### src/rtl/bcd_display_scan_if.sv
// Display-side bundle of the BCD display scanner: converter result and
// controls in, conversion start and common-anode drive out.
interface bcd_display_scan_if;
    logic [15:0] bcd;
    logic [3:0]  dp_sel;
    logic        hold;
    logic        conv_start;
    logic [3:0]  an;
    logic [6:0]  seg;
    logic        dp;

    modport master (
        output bcd,
        output dp_sel,
        output hold,
        input  conv_start,
        input  an,
        input  seg,
        input  dp
    );

    modport slave (
        input  bcd,
        input  dp_sel,
        input  hold,
        output conv_start,
        output an,
        output seg,
        output dp
    );
endinterface

### src/rtl/bcd_display_scan.sv
// Four-digit common-anode seven-segment scanner with periodic BCD conversion and latch.
// Optional leading-zero blanking on digits 1..3 when BCD_DISPLAY_LZB_EN is defined.
module bcd_display_scan #(
    parameter int SCAN_DIV   = 100000,
    parameter int UPDATE_DIV = 10000000,
    parameter int CONV_WAIT  = 40
) (
    input  logic              clk100Mhz,
    input  logic              rst,
    bcd_display_scan_if.slave dsp_if
);
    localparam int PS_W = (SCAN_DIV   > 1) ? $clog2(SCAN_DIV)   : 1;
    localparam int UP_W = (UPDATE_DIV > 1) ? $clog2(UPDATE_DIV) : 1;
    localparam int CW_W = (CONV_WAIT  > 1) ? $clog2(CONV_WAIT)  : 1;

    localparam logic [PS_W-1:0] PS_LAST = PS_W'(SCAN_DIV - 1);
    localparam logic [UP_W-1:0] UP_LAST = UP_W'(UPDATE_DIV - 1);
    localparam logic [CW_W-1:0] CW_LAST = CW_W'(CONV_WAIT - 1);

    generate
        if (SCAN_DIV < 2) begin : g_bad_scan_div
            $error("bcd_display_scan: SCAN_DIV must be >= 2");
        end
        if (UPDATE_DIV < 1) begin : g_bad_update_div
            $error("bcd_display_scan: UPDATE_DIV must be >= 1");
        end
        if (CONV_WAIT < 1) begin : g_bad_conv_wait
            $error("bcd_display_scan: CONV_WAIT must be >= 1");
        end
    endgenerate

    typedef enum logic [1:0] {
        S_IDLE  = 2'd0,
        S_START = 2'd1,
        S_WAIT  = 2'd2,
        S_LATCH = 2'd3
    } state_t;

    state_t          state_q;
    logic [UP_W-1:0] up_cnt_q;
    logic [CW_W-1:0] cw_cnt_q;
    logic            conv_start_q;
    logic [15:0]     disp_bcd_q;
    logic [3:0]      disp_dp_q;

    logic [PS_W-1:0] ps_q, ps_d;
    logic [1:0]      idx_q, idx_d;
    logic [3:0]      an_q, an_d;
    logic [6:0]      seg_q, seg_d;
    logic            dp_q, dp_d;

    logic [3:0]      cur_nib;
    logic            cur_blank;

    function automatic logic [6:0] seg_encode(input logic [3:0] nib, input logic blank);
        logic [6:0] s;
        case (nib)
            4'd0:    s = 7'h40;
            4'd1:    s = 7'h79;
            4'd2:    s = 7'h24;
            4'd3:    s = 7'h30;
            4'd4:    s = 7'h19;
            4'd5:    s = 7'h12;
            4'd6:    s = 7'h02;
            4'd7:    s = 7'h78;
            4'd8:    s = 7'h00;
            4'd9:    s = 7'h10;
            default: s = 7'h3F;
        endcase
        if (blank) begin
            s = 7'h7F;
        end
        return s;
    endfunction

    // Update FSM: hold is only honoured in IDLE, so a started conversion always
    // runs through to its latch. The latch edge is the WAIT terminal count.
    always_ff @(posedge clk100Mhz or posedge rst) begin
        if (rst) begin
            state_q      <= S_IDLE;
            up_cnt_q     <= '0;
            cw_cnt_q     <= '0;
            conv_start_q <= 1'b0;
            disp_bcd_q   <= '0;
            disp_dp_q    <= '0;
        end else begin
            conv_start_q <= 1'b0;
            case (state_q)
                S_IDLE: begin
                    if (up_cnt_q == UP_LAST) begin
                        if (!dsp_if.hold) begin
                            state_q      <= S_START;
                            conv_start_q <= 1'b1;
                            up_cnt_q     <= '0;
                        end
                    end else begin
                        up_cnt_q <= up_cnt_q + UP_W'(1);
                    end
                end
                S_START: begin
                    state_q  <= S_WAIT;
                    cw_cnt_q <= '0;
                end
                S_WAIT: begin
                    if (cw_cnt_q == CW_LAST) begin
                        state_q    <= S_LATCH;
                        disp_bcd_q <= dsp_if.bcd;
                        disp_dp_q  <= dsp_if.dp_sel;
                    end else begin
                        cw_cnt_q <= cw_cnt_q + CW_W'(1);
                    end
                end
                S_LATCH: begin
                    state_q <= S_IDLE;
                end
                default: begin
                    state_q <= S_IDLE;
                end
            endcase
        end
    end

    assign cur_nib = disp_bcd_q[{idx_q, 2'b00} +: 4];

`ifdef BCD_DISPLAY_LZB_EN
    // A digit blanks only when it and every more-significant digit are zero.
    always_comb begin
        cur_blank = 1'b0;
        case (idx_q)
            2'd1:    cur_blank = (disp_bcd_q[15:4]  == 12'h000);
            2'd2:    cur_blank = (disp_bcd_q[15:8]  == 8'h00);
            2'd3:    cur_blank = (disp_bcd_q[15:12] == 4'h0);
            default: cur_blank = 1'b0;
        endcase
    end
`else
    assign cur_blank = 1'b0;
`endif

    // Outputs are decoded from the current index and latched value, so a latch
    // landing on a digit advance is already visible to the new digit.
    always_comb begin
        ps_d  = ps_q + PS_W'(1);
        idx_d = idx_q;
        if (ps_q == PS_LAST) begin
            ps_d  = '0;
            idx_d = idx_q + 2'd1;
        end
        an_d  = ~(4'b0001 << idx_q);
        seg_d = seg_encode(cur_nib, cur_blank);
        dp_d  = ~disp_dp_q[idx_q];
    end

    always_ff @(posedge clk100Mhz or posedge rst) begin
        if (rst) begin
            ps_q  <= '0;
            idx_q <= 2'd0;
            an_q  <= 4'hF;
            seg_q <= 7'h7F;
            dp_q  <= 1'b1;
        end else begin
            ps_q  <= ps_d;
            idx_q <= idx_d;
            an_q  <= an_d;
            seg_q <= seg_d;
            dp_q  <= dp_d;
        end
    end

    assign dsp_if.conv_start = conv_start_q;
    assign dsp_if.an         = an_q;
    assign dsp_if.seg        = seg_q;
    assign dsp_if.dp         = dp_q;

endmodule
### src/flat_wrapper.sv
// flat-port wrapper written by rule: the top's interface ports become plain ports
module bcd_display_scan_flat 
#(
    parameter int SCAN_DIV   = 100000,
    parameter int UPDATE_DIV = 10000000,
    parameter int CONV_WAIT  = 40
)
  (clk100Mhz, rst, dsp_if_bcd, dsp_if_dp_sel, dsp_if_hold, dsp_if_conv_start, dsp_if_an, dsp_if_seg, dsp_if_dp);
  bcd_display_scan_if dsp_if_i ();
  input  logic clk100Mhz;
  input  logic rst;
  input wire logic [$bits(dsp_if_i.bcd)-1:0] dsp_if_bcd;
  input wire logic [$bits(dsp_if_i.dp_sel)-1:0] dsp_if_dp_sel;
  input wire logic [$bits(dsp_if_i.hold)-1:0] dsp_if_hold;
  output wire logic [$bits(dsp_if_i.conv_start)-1:0] dsp_if_conv_start;
  output wire logic [$bits(dsp_if_i.an)-1:0] dsp_if_an;
  output wire logic [$bits(dsp_if_i.seg)-1:0] dsp_if_seg;
  output wire logic [$bits(dsp_if_i.dp)-1:0] dsp_if_dp;
  assign dsp_if_i.bcd = dsp_if_bcd;
  assign dsp_if_i.dp_sel = dsp_if_dp_sel;
  assign dsp_if_i.hold = dsp_if_hold;
  assign dsp_if_conv_start = dsp_if_i.conv_start;
  assign dsp_if_an = dsp_if_i.an;
  assign dsp_if_seg = dsp_if_i.seg;
  assign dsp_if_dp = dsp_if_i.dp;
  bcd_display_scan #(.SCAN_DIV(SCAN_DIV), .UPDATE_DIV(UPDATE_DIV), .CONV_WAIT(CONV_WAIT)) u_core (.clk100Mhz(clk100Mhz), .rst(rst), .dsp_if(dsp_if_i));
endmodule
### config.mk
export PLATFORM = sky130hd
export DESIGN_NAME = bcd_display_scan_flat
export DESIGN_NICKNAME = d
export VERILOG_FILES = /design/src/rtl/bcd_display_scan_if.sv /design/src/rtl/bcd_display_scan.sv /design/src/flat_wrapper.sv
export SDC_FILE = /design/constraint.sdc
export NUM_CORES = 1
export LEC_CHECK = 0
export BUFFER_PORTS_ARGS = -buffer_cell sky130_fd_sc_hd__buf_2
export CORE_UTILIZATION = 50
export CTS_CLUSTER_DIAMETER = 50
export CTS_CLUSTER_SIZE = 14
export DETAILED_ROUTE_END_ITERATION = 7
export PLACE_DENSITY = 0.72
export SLEW_MARGIN = 10
export SYNTH_ARGS = -nofsm -noshare
export SYNTH_HDL_FRONTEND = slang
export SYNTH_SLANG_ARGS = --single-unit
### constraint.sdc
create_clock -name clk100Mhz -period 2.65 [get_ports clk100Mhz]
set_input_delay 0.1325 -clock clk100Mhz [delete_from_list [all_inputs] [get_ports clk100Mhz]]
set_output_delay 0.1325 -clock clk100Mhz [all_outputs]
set_load 0.03 [all_outputs]
==> results.yml, run 1 <==
clocking:
  cts_made_buffers: 9
  htree_levels: 3
  cts_max_path_buffers: 2
  clk_pin_slew_ps: 90
  cts_tree: "yes"
  cts_sinks: 84
  clock_latency_ps: 360
  clock-root-buffer: "clkbuf_8"
timing:
  finalCritPeriodShare: 0.9063
  fmax_mhz: 416.4
  rsz0062_at_grt: "false"
  slew_violations: 0
  period_needed_ps: 2402
  holdWs_ps: 11.74
  setup_viol: 0
  skew_ps: 9.237
  worst_slew_pin_slew_ps: 894.9
  finalSetupTns_ps: 0
  hold_viol: 0
  slew_headroom: 0.3983
global_route:
  grt_antenna_before_repair: 0
  grt_pass1_wl_um: 13990
  grt_use_total: 0.2077
  overflow: 0
  grt_max_degree: 34
  grt_pass1_vias: 2909
yosys:
  yosysSeqAreaShare: 0.5143
  yosys_register_bits: 84
  syn_nets: 400
  synth_warnings: 0
  synth_edf_count: 0
  syn_inst: 361
  yosys.cell_types.count: 54
  syn_area_per_cell_um2: 11.40
  async_flop_share: 1.000
  netlist_area_um2: 4116
  synthFlopType: "dfrtp_1"
route:
  final_antenna_net_count: 0
  wl_per_cell_um: 15.76
  routed_wl_um: 8134
  vias_per_cell: 5.767
  vias: 2976
  drt_iter0_markers: 131
  drtPass1Iterations: 4
  drc: 0
final_layout:
  area_growth_pct: 14.68
  diodes: 0
  fillers: 638
  finalNetCount: 448
  multi_input_area_um2: 1881
  seq_area_um2: 2117
  drive_gt1_frac: 0.2560
flow_run:
  cap_violations: 0
setup_path:
  r2r_cells: 4
  crit_path_start: "u_core.up_cnt_q[17]$_DFFE_PP0P_"
  rrSetupSlack_ps: 250
  path_class: "reg -> reg"
  start_kind: "flop"
  critPathCaptureType: "flop"
  required_ps: 2900
  reg2reg_to: "u_core.up_cnt_q[9]$_DFFE_PP0P_"
  cp_max_fo: 11
  r2r-start: "u_core.up_cnt_q[17]$_DFFE_PP0P_"
  endpoint: "u_core.up_cnt_q[9]$_DFFE_PP0P_"
  crit_arrival_ps: 2650
floorplanning:
  num_rows: 32
  dieHeight_um: 92.74
  core-area_um2: 7848
  die_area_um2: 8600
  ios: 36
  start_util: 0.5246
  dieWidth_um: 92.74
place:
  portBuffers: 35
  gp_congestion: 0.8459
  hpwlAfterDp_um: 5505
power_and_ir_drop:
  irDropWorstVdd_uv: 282.0
  p_per_area_nw_per_um2: 531.5
  leakage_nw: 2.083
outcome:
  status: "finished, final reports clean"
hold_path:
  hp-class: "in -> reg"
  hp-start: "dsp_if_bcd[9]"
[cell families after synthesis]
| family | share of synthesized area |
|---|---|
| xor+xnor | 0.05745 |
| mux | 0.09453 |
| flops | 0.5143 |
| compound gates | 0.09240 |
| simple gates | 0.1638 |
| fa+ha+maj | 0.04863 |
| buf+inv | 0.02887 |
[critical path, stage by stage, from the launching register on]
cell and delay, ps:
dfrtp_1 430, or4b_1 570, or4_4 640, o311a_2 400, a211o_1 260
[synth_stat cells, types with 3 or more instances]
library cell | instances | area, um2
nand3_1 | 19 | 95.09
o2bb2ai_1 | 4 | 35.03
nor3_1 | 8 | 40.04
nor4_1 | 5 | 31.28
mux2i_1 | 4 | 40.04
mux2_2 | 21 | 236.5
a31oi_1 | 4 | 25.02
or3_1 | 3 | 18.77
inv_1 | 17 | 63.81
and4_1 | 8 | 70.07
nand4_1 | 14 | 87.58
xor2_1 | 13 | 113.9
a21oi_1 | 8 | 40.04
nand2_1 | 19 | 71.32
xnor2_1 | 14 | 122.6
mux4_2 | 5 | 112.6
dfstp_2 | 12 | 315.3
nor2_1 | 19 | 71.32
nor2b_1 | 4 | 25.02
ha_1 | 16 | 200.2
dfrtp_1 | 72 | 1802
and3_1 | 6 | 37.54
nand2b_1 | 3 | 18.77
o21ai_0 | 17 | 85.08
clkbuf_1 | 9 | 33.78
[state kept, by name, indices dropped and copies added, names as in the netlist]
signal,count
u_core.ps_q,17
u_core.disp_bcd_q,16
u_core.dsp_if.conv_start,1
u_core.state_q,2
u_core.dsp_if.dp,1
u_core.up_cnt_q,24
u_core.cw_cnt_q,6
u_core.dsp_if.an,4
u_core.dsp_if.seg,7
u_core.idx_q,2
u_core.disp_dp_q,4
[routing by layer]
layer / global-route usage / up-vias / part of all wire
met1: 0.2904 / 1482 / 0.47
li1: - / 1424 / -
met5: 0 / - / 0
met2: 0.3284 / 60 / 0.48
met3: 0.03038 / 10 / 0.035
met4: 0.08077 / 0 / 0.016
[report_power, final]
part           internal [W]  switching [W]  total [W]
sequential          0.00131     0.00000950    0.00132
combinational     0.0000539      0.0000784   0.000132
clock              0.000567       0.000488    0.00105
[layout by cell type (no fill, tap or decap), types with 3 or more instances in the layout]
master and instances:
nor2_1 19, ha_1 16, clkbuf_8 10, dfstp_2 12, xor2_1 13, o21ai_0 17
mux2_2 21, inv_1 16, o2bb2ai_1 4, nand4_1 14, buf_4 7, dfrtp_1 72
and4_1 8, nand3_1 19, nor3_1 8, and3_1 6, nand2_1 19, nand2b_1 3
a21oi_1 8, buf_2 35, or3_1 3, xnor2_1 14, mux4_2 5, dlygate4sd3_1 7
a31oi_1 4, mux2i_1 4, nor2b_1 4, nor4_1 5
[cell type report]
| type | instances | share of cell area |
|---|---|---|
| sequential | 84 | 0.4484 |
| clock buffer | 10 | 0.02915 |
| multi-input combinational | 248 | 0.3984 |
| tap | 102 | 0.02703 |
| clock inverter | 6 | 0.02014 |
| inverter | 17 | 0.01378 |
| timing repair buffer | 49 | 0.06308 |
[worst min-delay path by stage]
stage / endpoint / slack [ps] / depth (start not counted)
5_1_grt: u_core.disp_bcd_q[15]$_DFFE_PP0P_ / 6 / 2
3_5_place_dp: u_core.ps_q[10]$_DFF_PP0_ / 200 / 2
3_3_place_gp: u_core.ps_q[10]$_DFF_PP0_ / 190 / 2
4_1_cts: u_core.disp_bcd_q[3]$_DFFE_PP0P_ / 0.7 / 2
2_1_floorplan: u_core.disp_bcd_q[0]$_DFFE_PP0P_ / 280 / 1
6_report: u_core.disp_bcd_q[9]$_DFFE_PP0P_ / 10 / 2
[metrics by stage]
| stage | instance area, um2 | utilization | cells | setup slack (ps) | power, W |
|---|---|---|---|---|---|
| 3_3_place_gp | 4418 | 0.5630 | 493 | 298.0 | 0.001468 |
| 6_report | 4721 | 0.6016 | 516 | 248.4 | 0.002509 |
| 4_1_cts | 4721 | 0.6016 | 516 | 261.6 | 0.002531 |
| 5_1_grt | 4721 | 0.6016 | 516 | 189.8 | 0.002597 |
| 3_5_place_dp | 4418 | 0.5630 | 493 | 275.7 | 0.001472 |
| 2_1_floorplan | 4116 | - | 361 | 351.7 | 0.001427 |
[what timing repair did]
action	CTS	global route
buffers inserted	0	0
gates resized for setup	0	0
endpoints found under the hold margin	33	0
hold buffers	7	0
Power figures use the tool's default switching activity.
==> run 2: changes to the inputs <==
--- a/config.mk
+++ b/config.mk
@@ -10,8 +10,10 @@
 export CTS_CLUSTER_DIAMETER = 50
 export CTS_CLUSTER_SIZE = 14
 export DETAILED_ROUTE_END_ITERATION = 7
-export PLACE_DENSITY = 0.72
+export PLACE_DENSITY = 0.8
+export SETUP_SLACK_MARGIN = 0.15
 export SLEW_MARGIN = 10
 export SYNTH_ARGS = -nofsm -noshare
 export SYNTH_HDL_FRONTEND = slang
 export SYNTH_SLANG_ARGS = --single-unit
+export TNS_END_PERCENT = 1
==> results.yml, run 2 (synthesized netlist as in run 1, its figures left out) <==
route:
  wl_per_cell_um: 16.17
  vias: 3068
  drc: 0
  vias_per_cell: 5.877
  drt_iter0_markers: 139
  drtPass1Iterations: 4
  routed_wl_um: 8443
  final_antenna_net_count: 0
timing:
  slew_violations: 0
  slew_headroom: 0.4645
  hold_viol: 0
  fmax_mhz: 413.7
  worst_slew_pin_slew_ps: 802.3
  finalCritPeriodShare: 0.9123
  period_needed_ps: 2418
  setup_viol: 0
  skew_ps: 9.786
  rsz0062_at_grt: "false"
  finalSetupTns_ps: 0
global_route:
  grt_antenna_before_repair: 0
  grt_pass1_vias: 2941
  overflow: 0
  grt_pass1_wl_um: 14170
  grt_use_total: 0.2143
  grt_max_degree: 49
floorplanning:
  die_area_um2: 8600
  num_rows: 32
  start_util: 0.5246
  dieHeight_um: 92.74
  dieWidth_um: 92.74
  ios: 36
  core-area_um2: 7848
setup_path:
  crit_chain: "or4b_1 -> or4_4 -> o311a_2 -> a211o_1"
  required_ps: 2910
  critPathCaptureType: "flop"
  crit_arrival_ps: 2670
  crit_family: "simple AND/OR/NAND/NOR gates"
  critPathBufInv: 0
  max_stage_delay_ps: 640
  start_kind: "flop"
  crit_slowest_cell: "or4_4"
  cp_max_fo: 11
  path_class: "reg -> reg"
clocking:
  cts_sinks: 84
  post_cts_buffers: 0
  clock_latency_ps: 370
  clk_pin_slew_ps: 90
  htree_levels: 3
  cts_max_path_buffers: 2
  cts_tree: "yes"
  cts_made_buffers: 9
  clock-root-buffer: "clkbuf_8"
final_layout:
  finalNetCount: 454
  largest_reg_flops: 24
  diodes: 0
  final_common_cell: "dfrtp_1"
  instances_no_fill: 522
  final_cell_mix: "dfrtp_1 (72), buf_2 (35), mux2_2 (21)"
  reg.largest.list: "u_core.up_cnt_q x24, u_core.ps_q x17, u_core.disp_bcd_q x16"
  drive_gt1_frac: 0.2476
  top_register: "u_core.up_cnt_q"
  area_growth_pct: 15.38
place:
  portBuffers: 35
  dp_cells: 492
  hpwlAfterDp_um: 5643
  gp_congestion: 0.8735
outcome:
  status: "finished, final reports clean"
power_and_ir_drop:
  irDropWorstVdd_uv: 264.5
  p_per_area_nw_per_um2: 504.9
  leakage_nw: 2.084
hold_path:
  hp-class: "in -> reg"
flow_run:
  cap_violations: 0
run 2: worst paths after layout:
check	start	to	slack, ps	cells after the start
setup / recovery	u_core.up_cnt_q[17]$_DFFE_PP0P_	u_core.up_cnt_q[9]$_DFFE_PP0P_	230	4
max in group asynchronous	rst	u_core.dsp_if.an[2]$_DFF_PP1_	1400	4
setup reg to reg	u_core.up_cnt_q[17]$_DFFE_PP0P_	u_core.up_cnt_q[9]$_DFFE_PP0P_	230	4
hold / removal	dsp_if_bcd[3]	u_core.disp_bcd_q[3]$_DFFE_PP0P_	10	2
min in group asynchronous	rst	u_core.disp_bcd_q[5]$_DFFE_PP0P_	440	3
hold reg to reg	u_core.ps_q[0]$_DFF_PP0_	u_core.ps_q[0]$_DFF_PP0_	490	1
run 2: what timing repair did:
item                                   in CTS  in global routing
endpoints found under the hold margin      50                  1
gates resized for setup                     0                  0
hold buffers                               13                  1
run 2: routing by layer:
layer	global-route usage	part of all wire	wire length, um	vias up
met3	0.03530	0.039	328	22
met4	0.1064	0.028	235	0
met5	0	0	0	-
li1	-	-	-	1433
met2	0.3463	0.48	4075	106
met1	0.2802	0.45	3803	1507
run 2: report_power, final:
part           switching [W]  internal (W)  total (W)
logic              0.0000809     0.0000607   0.000142
registers          0.0000103       0.00131    0.00132
clock network       0.000489      0.000444   0.000933
total               0.000581       0.00182    0.00240
run 2: layout make-up:
cell class                 count  area (um2)
fill                         626        3098
sequential                    84        2117
multi-input combinational    248        1881
timing repair buffer          55       360.3
clock buffer                  10       127.6
tap                          102       127.6
clock inverter                 6       71.32
inverter                      17       65.06
run 2: per-stage QoR:
step | util | hold WS [ps] | total power, W | area, um2 | worst slack [ps]
finish | 0.6052 | 13.54 | 0.002398 | 4750 | 232.5
global route | 0.6052 | 2.912 | 0.002492 | 4750 | 189.3
CTS | 0.6040 | 0.04061 | 0.002417 | 4740 | 261.1
detailed placement | 0.5620 | 304.7 | 0.001474 | 4410 | 268.9
global placement | 0.5620 | 290.9 | 0.001468 | 4410 | 303.0
floorplan | - | 283.1 | 0.001427 | 4116 | 351.7
==> run 3: changes to the inputs <==
--- a/config.mk
+++ b/config.mk
@@ -10,7 +10,7 @@
 export CTS_CLUSTER_DIAMETER = 50
 export CTS_CLUSTER_SIZE = 14
 export DETAILED_ROUTE_END_ITERATION = 7
-export PLACE_DENSITY = 0.8
+export PLACE_DENSITY = 0.74
 export SETUP_SLACK_MARGIN = 0.15
 export SLEW_MARGIN = 10
 export SYNTH_ARGS = -nofsm -noshare
==> results.yml, run 3 (synthesized netlist as in run 1, its figures left out) <==
clocking:
  cts_tree: "yes"
  clock_latency_ps: 360
  clock-root-buffer: "clkbuf_8"
  cts_sinks: 84
  cts_made_buffers: 9
  cts_max_path_buffers: 2
  htree_levels: 3
  clk_pin_slew_ps: 90
  post_cts_buffers: 0
floorplanning:
  die_area_um2: 8600
  dieHeight_um: 92.74
  core-area_um2: 7848
  dieWidth_um: 92.74
  ios: 36
  num_rows: 32
  start_util: 0.5246
setup_path:
  critPathCaptureType: "flop"
  r2r-start: "u_core.up_cnt_q[17]$_DFFE_PP0P_"
  rrSetupSlack_ps: 250
  path_class: "reg -> reg"
  crit_slowest_cell: "or4_4"
  cp_max_fo: 11
  crit_arrival_ps: 2640
  max_stage_delay_ps: 640
  crit_family: "simple AND/OR/NAND/NOR gates"
  critPathBufInv: 0
  crit_chain: "or4b_1 -> or4_4 -> o311a_2 -> a211o_1"
  r2r_cells: 4
  reg2reg_to: "u_core.up_cnt_q[9]$_DFFE_PP0P_"
  start_kind: "flop"
  required_ps: 2900
route:
  drtPass1Iterations: 4
  dr_wl_met2_um: 3602
  m1WireLength_um: 3829
  routed.top_layer: "met4"
  vias: 2971
  drc: 0
  wl_met3_um: 303
  drt_iter0_markers: 118
  final_antenna_net_count: 0
  routed_wl_um: 7906
  vias_per_cell: 5.713
  wl_per_cell_um: 15.20
final_layout:
  fillers: 673
  seq_area_um2: 2117
  diodes: 0
  drive_gt1_frac: 0.2536
  reg.largest.list: "u_core.up_cnt_q x24, u_core.ps_q x17, u_core.disp_bcd_q x16"
  final_common_cell: "dfrtp_1"
  area_growth_pct: 15.56
  top_register: "u_core.up_cnt_q"
  final_cell_mix: "dfrtp_1 (72), buf_2 (35), mux2_2 (21)"
  largest_reg_flops: 24
  finalNetCount: 452
  multi_input_area_um2: 1886
global_route:
  grt_use_total: 0.2060
  grt_antenna_before_repair: 0
  grt_pass1_wl_um: 13740
  overflow: 0
  grt_max_degree: 85
  grt_pass1_vias: 2865
timing:
  finalSetupTns_ps: 0
  holdWs_ps: 11.73
  period_needed_ps: 2396
  skew_ps: 9.089
  setup_viol: 0
  worst_slew_pin_slew_ps: 805.3
  hold_viol: 0
  slew_headroom: 0.4586
  rsz0062_at_grt: "false"
  slew_violations: 0
  fmax_mhz: 417.4
  finalCritPeriodShare: 0.9040
hold_path:
  hp-start: "dsp_if_bcd[6]"
  min_path_cells: 2
  hp-class: "in -> reg"
  whs_endpoint: "u_core.disp_bcd_q[6]$_DFFE_PP0P_"
place:
  gp_congestion: 0.8788
  portBuffers: 35
  hpwlAfterDp_um: 5385
flow_run:
  cap_violations: 0
power_and_ir_drop:
  leakage_nw: 2.086
  p_per_area_nw_per_um2: 509.2
  irDropWorstVdd_uv: 327.2
outcome:
  status: "finished, final reports clean"
==> run 3: cell count changes in the layout (fill, tap and decap cells not counted), sizes merged <==
cell,before,now
dlygate4sd3,14,12
==> run 3: through the flow <==
| stage | utilization | cells | area, um2 | power [W] | setup WS (ps) |
|---|---|---|---|---|---|
| global route | 0.6062 | 520 | 4757 | 0.002520 | 172.3 |
| CTS | 0.6043 | 519 | 4742 | 0.002447 | 259.6 |
| global placement | 0.5636 | 492 | 4423 | 0.001470 | 295.2 |
| floorplan | - | 361 | 4116 | 0.001427 | 351.7 |
| detailed placement | 0.5636 | 492 | 4423 | 0.001475 | 274.4 |
| finish | 0.6062 | 520 | 4757 | 0.002422 | 254.4 |
==> run 3: worst max-delay path by stage <==
stage	startpoint	to	slack, ps	cells past startpoint
3_5_place_dp	u_core.up_cnt_q[17]$_DFFE_PP0P_	u_core.up_cnt_q[9]$_DFFE_PP0P_	270	4
5_1_grt	u_core.up_cnt_q[17]$_DFFE_PP0P_	u_core.up_cnt_q[9]$_DFFE_PP0P_	170	4
4_1_cts	u_core.up_cnt_q[17]$_DFFE_PP0P_	u_core.up_cnt_q[9]$_DFFE_PP0P_	260	4
3_3_place_gp	u_core.up_cnt_q[17]$_DFFE_PP0P_	u_core.up_cnt_q[9]$_DFFE_PP0P_	300	4
2_1_floorplan	u_core.up_cnt_q[8]$_DFFE_PP0P_	u_core.state_q[0]$_DFFE_PP0P_	350	6
6_report	u_core.up_cnt_q[17]$_DFFE_PP0P_	u_core.up_cnt_q[9]$_DFFE_PP0P_	250	4
==> run 3: timing repair <==
action | 4_1_cts | 5_1_grt
setup endpoints to repair | 0 | 2
resized for setup | 0 | 1
hold buffers | 11 | 1
endpoints found under the hold margin | 82 | 1
==> run 3: area by class of cell <==
| class | count | area share |
|---|---|---|
| Inverter | 17 | 0.01368 |
| Tap cell | 102 | 0.02683 |
| Clock inverter | 6 | 0.01499 |
| Timing Repair Buffer | 53 | 0.07417 |
| Multi-Input combinational cell | 248 | 0.3964 |
| Sequential cell | 84 | 0.4450 |
| Clock buffer | 10 | 0.02893 |
==> run 3: power by group <==
group	internal (W)	switching, W
Clock	0.000469	0.000492
Sequential	0.00131	0.00000949
Combinational	0.0000599	0.0000793
Total	0.00184	0.000580
==> run 3: worst register-to-register path, stage by stage (launching register included) <==
cell and delay (ps):
dfrtp_1 430, or4b_1 570, or4_4 640, o311a_2 400, a211o_1 260
==> run 3: per-layer routing <==
metal  up-vias  GRT usage
li1       1433          -
met1      1453     0.2931
met2        71     0.3111
met3        14    0.03120
met4         0    0.09615
met5         -          0
